## config.mk

```make
export PLATFORM = sky130hd
export DESIGN_NAME = io_xbar_dest_stamp
export DESIGN_NICKNAME = d
export VERILOG_FILES = /design/src/rtl/io_xbar_dest_stamp.sv
export SDC_FILE = /design/constraint.sdc
export NUM_CORES = 1
export LEC_CHECK = 0
export ABC_AREA = 1
export CORE_MARGIN = 4
export CORE_UTILIZATION = 40
export CTS_CLUSTER_DIAMETER = 100
export DETAILED_ROUTE_END_ITERATION = 6
export GPL_TIMING_DRIVEN = 0
export PLACE_DENSITY = 0.9
export SKIP_CTS_REPAIR_TIMING = 1
export SLEW_MARGIN = 5
export SYNTH_ARGS = -nofsm -noshare
export SYNTH_HDL_FRONTEND = slang
export SYNTH_SLANG_ARGS = --single-unit
export TNS_END_PERCENT = 10
```

## constraint.sdc

```tcl
create_clock -name clk -period 2.4 [get_ports clk]
set_clock_uncertainty 0.2 [all_clocks]
set_input_delay 0.72 -clock clk [delete_from_list [all_inputs] [get_ports clk]]
set_output_delay 0.72 -clock clk [all_outputs]
set_load 0.02 [all_outputs]
```

## src/rtl/io_xbar_dest_stamp.sv

```systemverilog
// Transmit-side header stamper for the IO crossbar: rewrites the destination
// field of header flits and passes body flits through one val/rdy stage.
module io_xbar_dest_stamp #(
  parameter int WIDTH      = 64,
  parameter int DEST_LO    = 34,
  parameter int DEST_WIDTH = 30,
  parameter int LEN_LO     = 22,
  parameter int LEN_WIDTH  = 8
) (
  input  logic                  clk,
  input  logic                  rst_n,
  input  logic [DEST_WIDTH-1:0] cfg_dest,
  input  logic [WIDTH-1:0]      in_data,
  input  logic                  in_val,
  output logic                  in_rdy,
  output logic [WIDTH-1:0]      out_data,
  output logic                  out_val,
  input  logic                  out_rdy,
  output logic                  pkt_done,
  output logic                  busy
);

  typedef enum logic {
    S_HDR,
    S_BODY
  } state_e;

  localparam logic [LEN_WIDTH-1:0] CNT_ONE =
    {{(LEN_WIDTH-1){1'b0}}, 1'b1};

  state_e               state_q, state_d;
  logic [LEN_WIDTH-1:0] cnt_q, cnt_d;
  logic [WIDTH-1:0]     data_q, data_d;
  logic                 val_q, val_d;
  logic                 done_q, done_d;
  logic [WIDTH-1:0]     hdr_stamped;
  logic [LEN_WIDTH-1:0] hdr_len;
  logic                 accept;

  assign in_rdy  = !val_q || out_rdy;
  assign accept  = in_val && in_rdy;
  assign hdr_len = in_data[LEN_LO +: LEN_WIDTH];

  always_comb begin
    hdr_stamped = in_data;
    hdr_stamped[DEST_LO +: DEST_WIDTH] = cfg_dest;
  end

  always_comb begin
    state_d = state_q;
    cnt_d   = cnt_q;
    data_d  = data_q;
    val_d   = val_q;
    done_d  = 1'b0;
    if (accept) begin
      val_d = 1'b1;
      unique case (state_q)
        S_HDR: begin
          data_d = hdr_stamped;
          cnt_d  = hdr_len;
          if (hdr_len == '0) begin
            done_d = 1'b1;
          end else begin
            state_d = S_BODY;
          end
        end
        S_BODY: begin
          data_d = in_data;
          // saturate so a corrupted count can never wrap
          cnt_d  = (cnt_q != '0) ? cnt_q - CNT_ONE : '0;
          if (cnt_q <= CNT_ONE) begin
            state_d = S_HDR;
            done_d  = 1'b1;
          end
        end
        default: ;
      endcase
    end else if (out_rdy) begin
      val_d = 1'b0;
    end
  end

  always_ff @(posedge clk) begin
    if (!rst_n) begin
      state_q <= S_HDR;
      cnt_q   <= '0;
      data_q  <= '0;
      val_q   <= 1'b0;
      done_q  <= 1'b0;
    end else begin
      state_q <= state_d;
      cnt_q   <= cnt_d;
      data_q  <= data_d;
      val_q   <= val_d;
      done_q  <= done_d;
    end
  end

  assign out_data = data_q;
  assign out_val  = val_q;
  assign pkt_done = done_q;
  assign busy     = (state_q == S_BODY);

endmodule

```

==> impl_metrics.ini, run 1 <==
[outcome]
status = complete, no violations

[floorplanning]
dieArea_mm2 = 0.00948
num_rows = 32
die_w_um = 97.4
core_area_mm2 = 0.00773
io_pins = 166
dieHeight_um = 97.4
start_util_pct = 41.3

[synthesis]
synthesis.nets = 518
synth.cell_area_mm2 = 0.00319
synthCells = 417
seq_area_frac_synth_pct = 47.0
ys_types = 29
postSynthRegisterBits = 75
ys_async_sr_fraction_pct = 0
ys.flop_type = dfxtp_1
synth-edff-count = 0
syn_area_per_cell_um2 = 7.66
yosys_warnings = 0

[sta]
period_needed_ps = 2340
fmax_mhz = 428
tightest_slew_ps = 464
setup_viol = 0
drv_slew = 0
fin_crit_sh_pct = 97.4
rsz0062_at_grt = false
slew_headroom_pct = 69.1
hold_viol_final = 0

[clock_tree]
clock_sinks = 75
clockBufferDepth = 2
cts-buffers-inserted = 9
htreeDepth = 3
insertion_delay_ps = 340
clkTransAtPathRegs_ps = 70
cts-root-buf = clkbuf_8
tritoncts = yes

[global_routing]
grt_overflow = 0
grt_start_max_net_pins = 12
met2_usage_pct = 36.1
grt_use_met1_pct = 24.2
grt_pass1_wl_um = 16200
grt_pass1_vias = 3365
grtUsageTotal_pct = 20.7
antenna_found_initial = 0
grt.busiest_layer = met2
use_met3_pct = 6.68

[cells_and_area]
utilization_pct = 66.3
antenna-diode-count = 0
area_growth_pct = 60.3
final_common_cell = clkdlybuf4s50_1
final_cell_mix = clkdlybuf4s50_1 (163), nor2_1 (79), nand2_1 (78), dfxtp_1 (75), o21ai_0 (70)
stdcell_area_mm2 = 0.00512
num-nets-final = 694
drive_gt1_share_pct = 7.38
instances_no_fill = 698

[setup_path]
cp_slowest_cell = clkdlybuf4s50_1
r2r_cells = 6
crit_fanout = 2
cp_top_family = buffers and inverters
worstPathArrival_ps = 1420
cp_num_cells = 4
crit_path_end_kind = primary output
cp-start-kind = input pin
cpPeakStageDelay_ps = 480
cp_data_required_time_ps = 1480
crit_chain = clkdlybuf4s50_1 -> inv_2 -> nand2_4 -> buf_6
worstSetupPathType = input pin to primary output
path_buf_inv = 3

[drt]
via_count = 3488
drt_wl_total_um = 10100
drtIter0Drc = 85
wire_per_inst_um = 14.5
ant_nets = 0
drtPass1Iterations = 5
routed_via_density = 5.00
drc = 0

[placement]
place_area_mm2 = 0.00496
dpl.cell_count = 683
io_buffers = 164
dp_hpwl_um = 7860
place_congestion = 0.862

[power]
power_density_mw_per_mm2 = 599
power.total_mw = 3.07
power_leakage_nw = 2.03
peakVddDrop_mv = 0.307

[min_path]
hold_path.class = register to register
holdPathStages = 2

[run]
cap_violations = 0
## stage by stage
step	worst slack, ps	hold WS (ps)	setup TNS [ps]
after detailed placement	-483	271	-483
final	62.0	284	0
after floorplan	629	261	0
after global placement	-472	262	-472
after global routing	55.1	305	0
after CTS	-483	287	-483
## worst min-delay path, stage by stage, from the launching register on
cell,delay [ps]
dfxtp_1,330
nor2_1,50
nor2_1,80
## worst paths after layout
path | start | slack (ps) | to
setup / recovery | out_rdy | 60 | in_rdy
setup reg to reg | out_val | 830 | out_data[7]
hold / removal | out_data[1] | 280 | out_data[1]
hold reg to reg | out_data[1] | 280 | out_data[1]
## layer usage
| metal | vias up | wire (um) |
|---|---|---|
| li1 | 1736 | - |
| met1 | 1595 | 4200 |
| met2 | 142 | 4880 |
| met3 | 15 | 827 |
| met4 | 0 | 194 |
| met5 | - | 0 |
## power breakdown
group / leakage [nW] / internal, mW / total [mW] / switching [mW]
logic: 1.34 / 0.436 / 0.864 / 0.427
registers: 0.623 / 1.35 / 1.41 / 0.0605
clock network: 0.0750 / 0.361 / 0.795 / 0.434
total: 2.03 / 2.15 / 3.07 / 0.922
## state kept, by name, summed over array words and instances (netlist names)
name and cells:
busy 1, cnt_q 8, out_data 64, out_val 1
pkt_done 1
## cell usage after synthesis, types with 3 or more instances
| cell type | count | area [um2] |
|---|---|---|
| a21oi_1 | 18 | 90.1 |
| buf_4 | 4 | 30.0 |
| nor2_1 | 79 | 297 |
| buf_6 | 11 | 124 |
| a31oi_1 | 30 | 188 |
| inv_1 | 7 | 26.3 |
| ha_1 | 3 | 37.5 |
| dfxtp_1 | 75 | 1500 |
| nand2_1 | 78 | 293 |
| o21ai_0 | 70 | 350 |
| clkbuf_1 | 11 | 41.3 |
| buf_2 | 3 | 15.0 |
| nand3_1 | 5 | 25.0 |
| o21ai_1 | 3 | 15.0 |
## cell families (layout without fill, tap and decap cells)
logic type	Yosys count	in the layout	synth area share [%]
compound gates	122	122	20.4
buf+inv	41	220	8.42
flops	75	75	47.0
simple gates	174	174	22.5
xor+xnor	2	2	0.548
fa+ha+maj	3	3	1.18
## final cells by class
class / count / area (um2)
Multi-Input combinational cell: 301 / 1420
Inverter: 10 / 40.0
Clock inverter: 3 / 17.5
Tap cell: 102 / 128
Timing Repair Buffer: 165 / 1650
Sequential cell: 75 / 1500
Buffer: 31 / 229
Clock buffer: 11 / 131
Fill cell: 644 / 2610
Power figures use the tool's default switching activity.
==> inputs of run 2 (changes only) <==
--- a/config.mk
+++ b/config.mk
@@ -9,6 +9,7 @@
 export CORE_MARGIN = 4
 export CORE_UTILIZATION = 40
 export CTS_CLUSTER_DIAMETER = 100
+export CTS_CLUSTER_SIZE = 24
 export DETAILED_ROUTE_END_ITERATION = 6
 export GPL_TIMING_DRIVEN = 0
 export PLACE_DENSITY = 0.9
==> results of run 2 <==
No change in the layout: final DEF, timing and power equal those of run 1.
==> inputs of run 3 (changes only) <==
--- a/config.mk
+++ b/config.mk
@@ -5,14 +5,16 @@
 export SDC_FILE = /design/constraint.sdc
 export NUM_CORES = 1
 export LEC_CHECK = 0
-export ABC_AREA = 1
+export ABC_AREA = 0
+export CELL_PAD_IN_SITES_DETAIL_PLACEMENT = 1
+export CELL_PAD_IN_SITES_GLOBAL_PLACEMENT = 2
 export CORE_MARGIN = 4
-export CORE_UTILIZATION = 40
+export CORE_UTILIZATION = 23
 export CTS_CLUSTER_DIAMETER = 100
 export CTS_CLUSTER_SIZE = 24
 export DETAILED_ROUTE_END_ITERATION = 6
 export GPL_TIMING_DRIVEN = 0
-export PLACE_DENSITY = 0.9
+export PLACE_DENSITY = 0.94
 export SKIP_CTS_REPAIR_TIMING = 1
 export SLEW_MARGIN = 5
 export SYNTH_ARGS = -nofsm -noshare
==> impl_metrics.ini, run 3 <==
[outcome]
status = complete, no violations

[cells_and_area]
stdcell_area_mm2 = 0.00538
fillers = 1572
final_cell_mix = clkdlybuf4s50_1 (164), dfxtp_1 (75), nand2_1 (74), a21oi_1 (40), nor2_1 (33)
num-nets-final = 640
multi_input_area_mm2 = 0.00149
largest_register_ffs = 64
drive_gt1_share_pct = 7.90
area_growth_pct = 70.5
ff_latch_area_mm2 = 0.00150
antenna-diode-count = 0
instances_no_fill = 720
final_common_cell = clkdlybuf4s50_1

[synthesis]
synth_mux_area_share_pct = 9.51
synthTopCellsByArea = dfxtp_1 (48%), mux2i_1 (9.5%), nand2_1 (8.8%), a211oi_1 (7.6%), a21oi_1 (6.3%)
ys_top_cells_by_count = dfxtp_1 (75), nand2_1 (74), a21oi_1 (40)
ys_types = 43
synthCells = 363
synth-xor-area-share_pct = 0
seq_area_frac_synth_pct = 47.5
postSynthRegisterBits = 75
yosys_warnings = 0
synth_top_area_share_pct = 47.5
synthSimpleGateAreaFrac_pct = 16.4
synth-edff-count = 0
ys.flop_type = dfxtp_1
synth_compound_area_share_pct = 19.8
synth_adder_area_share_pct = 1.19
syn_area_per_cell_um2 = 8.70
yosys.cell_count.top_type = dfxtp_1
synthesis.nets = 464
ys_async_sr_fraction_pct = 0
synth_top_family_by_area = compound AO/OA/AOI/OAI gates
yosysTopAreaCell = dfxtp_1
synth.cell_area_mm2 = 0.00316

[sta]
holdWs_ps = 254
period_needed_ps = 2380
rsz0062_at_grt = true
slew_headroom_pct = 64.6
setup_viol = 0
fin_crit_sh_pct = 99.0
hold_viol_final = 0
drv_slew = 0
setup_ws_ps = 24.7
tightest_slew_ps = 530
fmax_mhz = 421

[power]
seqPwrFrac_pct = 37.9
p_comb_share_pct = 22.1
power_density_mw_per_mm2 = 683
internal_power_mw = 2.70
power_leakage_nw = 2.02
p_switching_uw = 978
p_clk_share_pct = 40.0
peakVddDrop_mv = 0.284
p_sw_share_pct = 26.6

[placement]
place_congestion = 0.830
dpl.cell_count = 704
place_ws_ps = -533
io_buffers = 165
dp_hpwl_um = 8800
place_area_mm2 = 0.00503

[setup_path]
crit_path_end_kind = primary output
crit_path_start = out_rdy
worstPathArrival_ps = 1460
cpPeakStageDelay_ps = 470
cp_data_required_time_ps = 1480
crit_chain = clkdlybuf4s50_1 -> nand2b_4 -> buf_6
cp_slowest_cell = clkdlybuf4s50_1
r2r-start = cnt_q[0]
crit_fanout = 5
cp-start-kind = input pin
worstSetupPathType = input pin to primary output

[clock_tree]
clock_sinks = 75
cts-buffers-inserted = 9
clkTransAtPathRegs_ps = 60
cts-root-buf = clkbuf_16
htreeDepth = 3
insertion_delay_ps = 330
tritoncts = yes
clockBufferDepth = 2

[floorplanning]
dieArea_mm2 = 0.0157
dieHeight_um = 125
die_w_um = 125
io_pins = 166
start_util_pct = 23.7
num_rows = 42
core_area_mm2 = 0.0133

[drt]
drt_wl_total_um = 11300
routed_via_density = 4.52
drtPass1Iterations = 3
drtIter0Drc = 122
via_count = 3253
ant_nets = 0
drc = 0
wire_per_inst_um = 15.7

[min_path]
hold_path.class = register to register
hold_start = out_data[2]

[run]
cap_violations = 0

[global_routing]
grt_start_max_net_pins = 14
grt_pass1_wl_um = 18100
grt_pass1_vias = 3522
grt_overflow = 0
antenna_found_initial = 0
grtUsageTotal_pct = 14.3
run 3: final cells by class:
type / count / area share, %
buffer: 28 / 3.14
clock buffer: 10 / 4.44
clock inverter: 6 / 1.65
inverter: 6 / 0.418
multi-input combinational: 254 / 27.7
sequential: 75 / 27.9
tap: 176 / 4.09
timing repair buffer: 165 / 30.7
run 3: power groups by stage:
stage / registers (mW) / logic (mW) / clock network (mW)
floorplan: 1.51 / 0.303 / 0
global placement: 1.41 / 0.803 / 0
detailed placement: 1.42 / 0.818 / 0
CTS: 1.39 / 0.821 / 1.52
global route: 1.41 / 0.884 / 1.58
finish: 1.39 / 0.813 / 1.47
run 3: stage by stage:
| stage | setup TNS [ps] | util (%) | power [mW] |
|---|---|---|---|
| after floorplan | 0 | - | 1.81 |
| after global placement | -29660 | 37.7 | 2.22 |
| after detailed placement | -30300 | 37.7 | 2.24 |
| after CTS | -6380 | 40.1 | 3.73 |
| after global routing | -14.0 | 40.3 | 3.87 |
| final | 0 | 40.3 | 3.68 |
run 3: cell families after synthesis:
| kind of cell | Yosys count |
|---|---|
| buffers and inverters | 34 |
| and+or+nand+nor | 125 |
| adders and majority gates | 3 |
| muxes | 30 |
| DFF | 75 |
| AOI/OAI and AO/OA | 96 |
run 3: final timing paths:
check / cells past startpoint / slack [ps] / end
setup / recovery: 3 / 20 / in_rdy
hold / removal: 2 / 250 / out_data[2]
setup reg to reg: 5 / 360 / cnt_q[4]
hold reg to reg: 2 / 250 / out_data[2]
run 3: critical path: cells and delay by family:
family,cells,cell delay [ps]
AND/OR/NAND/NOR,1,150
buffers and inverters,2,590
run 3: layer usage:
metal	track usage [%]	part of all wire [%]	up-vias
li1	-	-	1626
met2	24.8	49	99
met1	16.8	43	1517
met3	5.29	6.7	11
met5	0	0	-
met4	3.76	1.1	0
